$ cat src/rtl/servo_dispenser_multi.sv
// N-channel candy dispenser: per-channel sensor debounce, home/idle/move FSM and
// servo PWM, sharing one us/ms tick generator and a busy-rate status LED.

module servo_dispenser_chan #(
    parameter int RETRACT_US = 1000,
    parameter int EXTEND_US  = 2000,
    parameter int FRAME_US   = 16000,
    parameter int TRAVEL_MS  = 1000,
    parameter int DEB_MAX    = 1000,
    parameter int DEB_THRESH = 750
) (
    input  logic clk_50m,
    input  logic rst_n,
    input  logic us_tick,
    input  logic ms_tick,
    input  logic sensor,
    input  logic chan_en,
    output logic servo,
    output logic busy,
    output logic done
);
    localparam int LVL_W = $clog2(DEB_MAX + 1);
    localparam int FRM_W = $clog2(FRAME_US);
    localparam int TRV_W = $clog2(TRAVEL_MS + 1);
    localparam logic [LVL_W-1:0] LVL_MAX  = LVL_W'(DEB_MAX);
    localparam logic [LVL_W-1:0] LVL_TH   = LVL_W'(DEB_THRESH);
    localparam logic [FRM_W-1:0] FRM_LAST = FRM_W'(FRAME_US - 1);
    localparam logic [FRM_W-1:0] RET_W    = FRM_W'(RETRACT_US);
    localparam logic [FRM_W-1:0] EXT_W    = FRM_W'(EXTEND_US);
    localparam logic [TRV_W-1:0] TRV_INIT = TRV_W'(TRAVEL_MS);
    localparam logic [TRV_W-1:0] TRV_ONE  = TRV_W'(1);

    localparam logic [1:0] ST_HOME   = 2'd0;
    localparam logic [1:0] ST_IDLE   = 2'd1;
    localparam logic [1:0] ST_MOVING = 2'd2;

    logic [1:0]       sync;
    logic [LVL_W-1:0] lvl;
    logic             deb;
    logic [1:0]       state, state_nxt;
    logic             pos, pos_nxt;
    logic             tail, tail_nxt;
    logic             done_nxt, start;
    logic [FRM_W-1:0] frame, frame_nxt, width;
    logic [TRV_W-1:0] travel, travel_nxt;

    assign width = pos ? EXT_W : RET_W;

    always_ff @(posedge clk_50m or negedge rst_n) begin
        if (!rst_n) begin
            sync <= '0;
            lvl  <= '0;
            deb  <= 1'b0;
        end else begin
            sync <= {sync[0], sensor};
            if (ms_tick) begin
                if (sync[1] && lvl != LVL_MAX)
                    lvl <= lvl + 1'b1;
                else if (!sync[1] && lvl != '0)
                    lvl <= lvl - 1'b1;
                deb <= (lvl > LVL_TH);
            end
        end
    end

    // tail keeps the frame running after a move ends so an in-flight pulse finishes
    always_comb begin
        state_nxt  = state;
        pos_nxt    = pos;
        travel_nxt = travel;
        frame_nxt  = frame;
        tail_nxt   = tail;
        done_nxt   = 1'b0;
        start      = 1'b0;
        if ((state == ST_MOVING || tail) && us_tick)
            frame_nxt = (frame == FRM_LAST) ? '0 : frame + 1'b1;
        if (tail && frame >= width)
            tail_nxt = 1'b0;
        if (!chan_en) begin
            tail_nxt = 1'b0;
            if (state != ST_HOME)
                state_nxt = ST_IDLE;
        end else if (ms_tick) begin
            case (state)
                ST_HOME: begin
                    start   = 1'b1;
                    pos_nxt = 1'b0;
                end
                ST_IDLE: begin
                    if (deb != pos) begin
                        start   = 1'b1;
                        pos_nxt = deb;
                    end
                end
                ST_MOVING: begin
                    if (travel == TRV_ONE) begin
                        state_nxt = ST_IDLE;
                        done_nxt  = 1'b1;
                        tail_nxt  = servo;
                    end else begin
                        travel_nxt = travel - 1'b1;
                    end
                end
                default: state_nxt = ST_HOME;
            endcase
        end
        if (start) begin
            state_nxt  = ST_MOVING;
            travel_nxt = TRV_INIT;
            frame_nxt  = '0;
            tail_nxt   = 1'b0;
        end
    end

    always_ff @(posedge clk_50m or negedge rst_n) begin
        if (!rst_n) begin
            state  <= ST_HOME;
            pos    <= 1'b0;
            tail   <= 1'b0;
            frame  <= '0;
            travel <= '0;
            servo  <= 1'b0;
            busy   <= 1'b0;
            done   <= 1'b0;
        end else begin
            state  <= state_nxt;
            pos    <= pos_nxt;
            tail   <= tail_nxt;
            frame  <= frame_nxt;
            travel <= travel_nxt;
            servo  <= chan_en && (state == ST_MOVING || tail) && (frame < width);
            busy   <= (state_nxt == ST_MOVING);
            done   <= done_nxt;
        end
    end
endmodule

module servo_dispenser_multi #(
    parameter int CHANNELS    = 2,
    parameter int CLK_DIV     = 50,
    parameter int RETRACT_US  = 1000,
    parameter int EXTEND_US   = 2000,
    parameter int FRAME_US    = 16000,
    parameter int TRAVEL_MS   = 1000,
    parameter int DEB_MAX     = 1000,
    parameter int DEB_THRESH  = 750,
    parameter int LED_HALF_MS = 500
) (
    input  logic                clk_50m,
    input  logic                rst_n,
    input  logic [CHANNELS-1:0] sensor,
    input  logic [CHANNELS-1:0] chan_en,
    output logic [CHANNELS-1:0] servo,
    output logic [CHANNELS-1:0] busy,
    output logic [CHANNELS-1:0] done,
    output logic                led
);
    localparam int DIV_W       = (CLK_DIV > 1) ? $clog2(CLK_DIV) : 1;
    localparam int LED_BUSY_MS = (LED_HALF_MS / 4 > 0) ? LED_HALF_MS / 4 : 1;
    localparam int LED_W       = (LED_HALF_MS > 1) ? $clog2(LED_HALF_MS + 1) : 1;
    localparam logic [DIV_W-1:0] DIV_LAST      = DIV_W'(CLK_DIV - 1);
    localparam logic [LED_W-1:0] LED_IDLE_LAST = LED_W'(LED_HALF_MS - 1);
    localparam logic [LED_W-1:0] LED_BUSY_LAST = LED_W'(LED_BUSY_MS - 1);

    logic [DIV_W-1:0] div;
    logic [9:0]       us_cnt;
    logic             us_tick, ms_tick;
    logic [LED_W-1:0] led_cnt, led_last;
    logic             any_busy, busy_q;

    // ms_tick is raised on the same edge as its us_tick so the two stay coincident
    always_ff @(posedge clk_50m or negedge rst_n) begin
        if (!rst_n) begin
            div     <= '0;
            us_cnt  <= '0;
            us_tick <= 1'b0;
            ms_tick <= 1'b0;
        end else begin
            us_tick <= 1'b0;
            ms_tick <= 1'b0;
            if (div == DIV_LAST) begin
                div     <= '0;
                us_tick <= 1'b1;
                if (us_cnt == 10'd999) begin
                    us_cnt  <= '0;
                    ms_tick <= 1'b1;
                end else begin
                    us_cnt <= us_cnt + 1'b1;
                end
            end else begin
                div <= div + 1'b1;
            end
        end
    end

    assign any_busy = |busy;
    assign led_last = any_busy ? LED_BUSY_LAST : LED_IDLE_LAST;

    always_ff @(posedge clk_50m or negedge rst_n) begin
        if (!rst_n) begin
            led_cnt <= '0;
            busy_q  <= 1'b0;
            led     <= 1'b0;
        end else begin
            busy_q <= any_busy;
            if (any_busy != busy_q) begin
                led_cnt <= '0;
            end else if (ms_tick) begin
                if (led_cnt >= led_last) begin
                    led_cnt <= '0;
                    led     <= ~led;
                end else begin
                    led_cnt <= led_cnt + 1'b1;
                end
            end
        end
    end

    for (genvar g = 0; g < CHANNELS; g++) begin : g_chan
        servo_dispenser_chan #(
            .RETRACT_US (RETRACT_US),
            .EXTEND_US  (EXTEND_US),
            .FRAME_US   (FRAME_US),
            .TRAVEL_MS  (TRAVEL_MS),
            .DEB_MAX    (DEB_MAX),
            .DEB_THRESH (DEB_THRESH)
        ) u_chan (
            .clk_50m (clk_50m),
            .rst_n   (rst_n),
            .us_tick (us_tick),
            .ms_tick (ms_tick),
            .sensor  (sensor[g]),
            .chan_en (chan_en[g]),
            .servo   (servo[g]),
            .busy    (busy[g]),
            .done    (done[g])
        );
    end
endmodule

$ cat config.mk
export PLATFORM = sky130hd
export DESIGN_NAME = servo_dispenser_multi
export DESIGN_NICKNAME = d
export VERILOG_FILES = /design/src/rtl/servo_dispenser_multi.sv
export SDC_FILE = /design/constraint.sdc
export NUM_CORES = 1
export LEC_CHECK = 0
export ABC_AREA = 1
export BUFFER_PORTS_ARGS = -buffer_cell sky130_fd_sc_hd__buf_2
export CAP_MARGIN = 30
export CORE_MARGIN = 5
export CORE_UTILIZATION = 30
export DETAILED_ROUTE_END_ITERATION = 10
export HOLD_SLACK_MARGIN = 0.15
export PLACE_DENSITY = 0.43
export RECOVER_POWER = 25
export SKIP_LAST_GASP = 1
export SYNTH_ARGS = -nofsm -noshare
export SYNTH_HDL_FRONTEND = slang
export SYNTH_SLANG_ARGS = --single-unit
$ cat constraint.sdc
create_clock -name clk_50m -period 2.9 [get_ports clk_50m]
set_input_delay 0.87 -clock clk_50m [delete_from_list [all_inputs] [get_ports clk_50m]]
set_output_delay 0.87 -clock clk_50m [all_outputs]
set_load 0.005 [all_outputs]
==> impl_results.md <==
- Hold WC Path Type: flop to flop
- CP max FO: 6
- Total track usage: between 10% and 20%
- Yosys Warn Count: 0
- DP HPWL: 12900 um
- Max cap viols: 0
- Worst slew margin: 3.22%
- H-tree depth: 4
- N_diodes: 0
- Post-CTS sizing: 0
- Critical path launch point type: flop
- I/O Pins: 13
- Final wirelength: 17500 um
- Worst setup path class: flop to flop
- Worst EP arrival: ~2.7 ns
- # nets final: 1084
- Number of detailed-route iterations in the first pass: 4
- Post-route DRC: 0
- Remaining Overflow, GRT: 0
- Core area: approximately 25000 sq um
- Outcome: complete, no violations
- Minimum clock period: ~2.4 ns
- Clock slew at reported path FFs: ~0.050 ns
- Final setup viols: 0
- Hold path depth: 0
- Endpoints failing hold: 0
- Fmax: 414 MHz
- Final ANT Viol Nets: 0
- Wire per inst: around 13 um
- Pwr dens: between 400 and 500 nW/um^2
- Area grow syn2layout: 13.5%
- Count of pins over their slew limit: 0
- Via-to-Cell Ratio: 4.60
- CP Capture Type: flop
- Pin count of the biggest net entering global routing: 56
- Vias in the first global route: 6233
- Netlist cell types: 45
- Post-route cell area: 8600 sq um
- Sequential cell area fraction in the yosys report: 38.6%
- DP Area: 8010 sq um
- Clock latency on the worst-skew pair: 0.41 ns
- CTS tree: done
- RSZ-0062 raised after global routing: no
- Die Span Y: 169 um
- Setup TNS: 0 ns
- Max VDD drop: between 0.3 and 0.4 mV
- CTS root buf: clkbuf_16
- Buffers on Ports: 12
- Fin crit share: 83.3%
- Die width: between 150 and 200 um
- Post-Synthesis Cells: 1010
- Initial antenna violation count: 0
- Avg Cell Area, Syn: 7.50 sq um
- Critical Path RT: between 3 and 4 ns
- Post-CTS Setup Bufs: 0
- Worst-Margin Slew: ~1.5 ns
- First-pass GRT wire length: 30700 um
- Mapped Nets: 1060
- Clock Tree Buf Depth: 2
- Clk sinks: 117
- Drt initial violations: 360
- Ratio of cells with drive above 1 in the final layout: 11.1%
- Core Rows: a little under 60
- PnR Total Power: between 0.003 and 0.004 W
- Pleak: 4.27 nW
- Register-to-Register Path Depth: 11
- Cell Area, Synth: between 7000 and 8000 sq um
- CTS Hold Bufs: 0
- Via Count: 6329
- CTS Buf Count: 17
- Initial Utilization: 30.3%
- Filler instances: 2698
- Final core occ: ~34%
- GPL Wtd Cong: 0.811
- #FFs+latches synth: 117
- Clock Skews: 0.0108 ns
- Die area: about 29000 sq um
-- sequential cells by signal (all words and copies together), names as in the netlist, 2 cells and up --
| name | count |
|---|---|
| g_chan.u_chan.deb | 2 |
| g_chan.u_chan.busy | 2 |
| led_cnt | 9 |
| g_chan.u_chan.pos | 2 |
| g_chan.u_chan.tail | 2 |
| g_chan.u_chan.frame | 28 |
| g_chan.u_chan.sync | 4 |
| g_chan.u_chan.lvl | 20 |
| g_chan.u_chan.done | 2 |
| div | 6 |
| g_chan.u_chan.state | 4 |
| g_chan.u_chan.travel | 20 |
| g_chan.u_chan.servo | 2 |
| us_cnt | 10 |
-- worst max-delay path, cell delays in order (launching register included) --
cell and delay, ns:
dfrtp_1 0.41, nor3_1 0.32, nand3_1 0.15, nand2_1 0.22
inv_1 0.09, fa_1 0.41, o21ai_1 0.29, nand4_1 0.17
nand2_1 0.09, nand2_1 0.05, nand3_1 0.07, nand2_1 0.05
-- cells by family after synthesis --
group | synth area share, %
buffers and inverters | 8.11
XOR/XNOR | 3.58
AND/OR/NAND/NOR | 32.1
adder cells (fa/ha/maj) | 7.46
AO/OA/AOI/OAI | 10.1
flip-flops | 38.6
-- where the power goes --
part | switching (W) | total, W | internal (W)
Clock | 0.000752 | 0.00216 | 0.00141
Sequential | 0.00000200 | 0.00164 | 0.00164
Combinational | 0.0000693 | 0.0000969 | 0.0000276
Total | 0.000823 | 0.00390 | 0.00307
-- layout make-up --
type | instances | area [sq um] | share of cell area [%]
clock inverters | 9 | 126 | 1.47
repair buffers | 21 | 136 | 1.59
clock buffers | 22 | 474 | 5.51
well taps | 330 | 413 | 4.80
flip-flops and latches | 117 | 2930 | 34.0
inverters | 128 | 488 | 5.67
multi-input cells | 749 | 4040 | 46.9
-- cell usage in the layout (no fill, tap or decap), drive strengths merged --
cell / synthesis / final
clkinv: 1 / 6
o21bai: 3 / 3
fa: 2 / 2
nand3b: 10 / 10
nor3b: 2 / 2
buf: 16 / 19
nand3: 64 / 64
o21ai: 78 / 78
inv: 127 / 127
or2: 6 / 6
a31oi: 6 / 6
nor3: 21 / 21
nand2: 277 / 277
xor2: 18 / 18
clkinvlp: 0 / 1
nand4: 37 / 37
o22ai: 4 / 4
a21o: 3 / 3
or3: 1 / 1
and3: 4 / 4
o31ai: 1 / 1
bufinv: 0 / 3
xnor2: 13 / 13
o211ai: 1 / 1
a21oi: 30 / 30
o2111ai: 2 / 2
o21a: 1 / 1
a21boi: 1 / 1
nor2: 122 / 122
clkbuf: 0 / 24
ha: 42 / 42
dfrtp: 117 / 117
-- synth_stat cells (all sizes together) --
| cell type | number | area share [%] |
|---|---|---|
| nand2 | 277 | 14 |
| inv | 127 | 6.3 |
| nor2 | 122 | 6.5 |
| dfrtp | 117 | 39 |
| o21ai | 78 | 5.9 |
| nand3 | 64 | 4.4 |
| ha | 42 | 6.9 |
| nand4 | 37 | 3.1 |
| a21oi | 30 | 2.1 |
| nor3 | 21 | 1.5 |
| xor2 | 18 | 2.1 |
| buf | 16 | 1.7 |
| xnor2 | 13 | 1.5 |
| nand3b | 10 | 0.99 |
| a31oi | 6 | 0.50 |
| or2 | 6 | 0.50 |
| and3 | 4 | 0.33 |
| o22ai | 4 | 0.33 |
| a21o | 3 | 0.30 |
| o21bai | 3 | 0.30 |
| fa | 2 | 0.53 |
| nor3b | 2 | 0.20 |
| o2111ai | 2 | 0.23 |
| a21boi | 1 | 0.15 |
| clkinv | 1 | 0.12 |
| o211ai | 1 | 0.099 |
| o21a | 1 | 0.099 |
| o31ai | 1 | 0.099 |
| or3 | 1 | 0.083 |
-- path summary, 6_finish.rpt --
path / startpoint / end / slack, ns
setup / recovery: g_chan[0].u_chan.lvl[1]$_DFFE_PN0P_ / g_chan[0].u_chan.lvl[8]$_DFFE_PN0P_ / 0.48
hold / removal: g_chan[0].u_chan.sync[0]$_DFF_PN0_ / g_chan[0].u_chan.sync[1]$_DFF_PN0_ / 0.35
setup reg to reg: g_chan[0].u_chan.lvl[1]$_DFFE_PN0P_ / g_chan[0].u_chan.lvl[8]$_DFFE_PN0P_ / 0.48
hold reg to reg: g_chan[0].u_chan.sync[0]$_DFF_PN0_ / g_chan[0].u_chan.sync[1]$_DFF_PN0_ / 0.35
max in group asynchronous: rst_n / busy_q$_DFF_PN0_ / 1.13
min in group asynchronous: rst_n / g_chan[1].u_chan.travel[3]$_DFFE_PN0P_ / 0.80
-- metal layers --
layer	vias up	global-route usage (%)	share of wire, %
met1	2922	18.4	53
met3	14	2.85	2.2
li1	3348	-	-
met2	45	20.1	44
met5	-	0	0
met4	0	3.21	1.0
-- through the flow --
step	cells	hold WS, ns	setup slack [ns]
2_1_floorplan	1010	0.331	0.719
3_3_place_gp	1345	0.346	0.483
3_5_place_dp	1345	0.347	0.483
4_1_cts	1376	0.359	0.472
5_1_grt	1376	0.363	0.119
6_report	1376	0.353	0.483
Note: power is estimated with default switching activity, not from simulation.
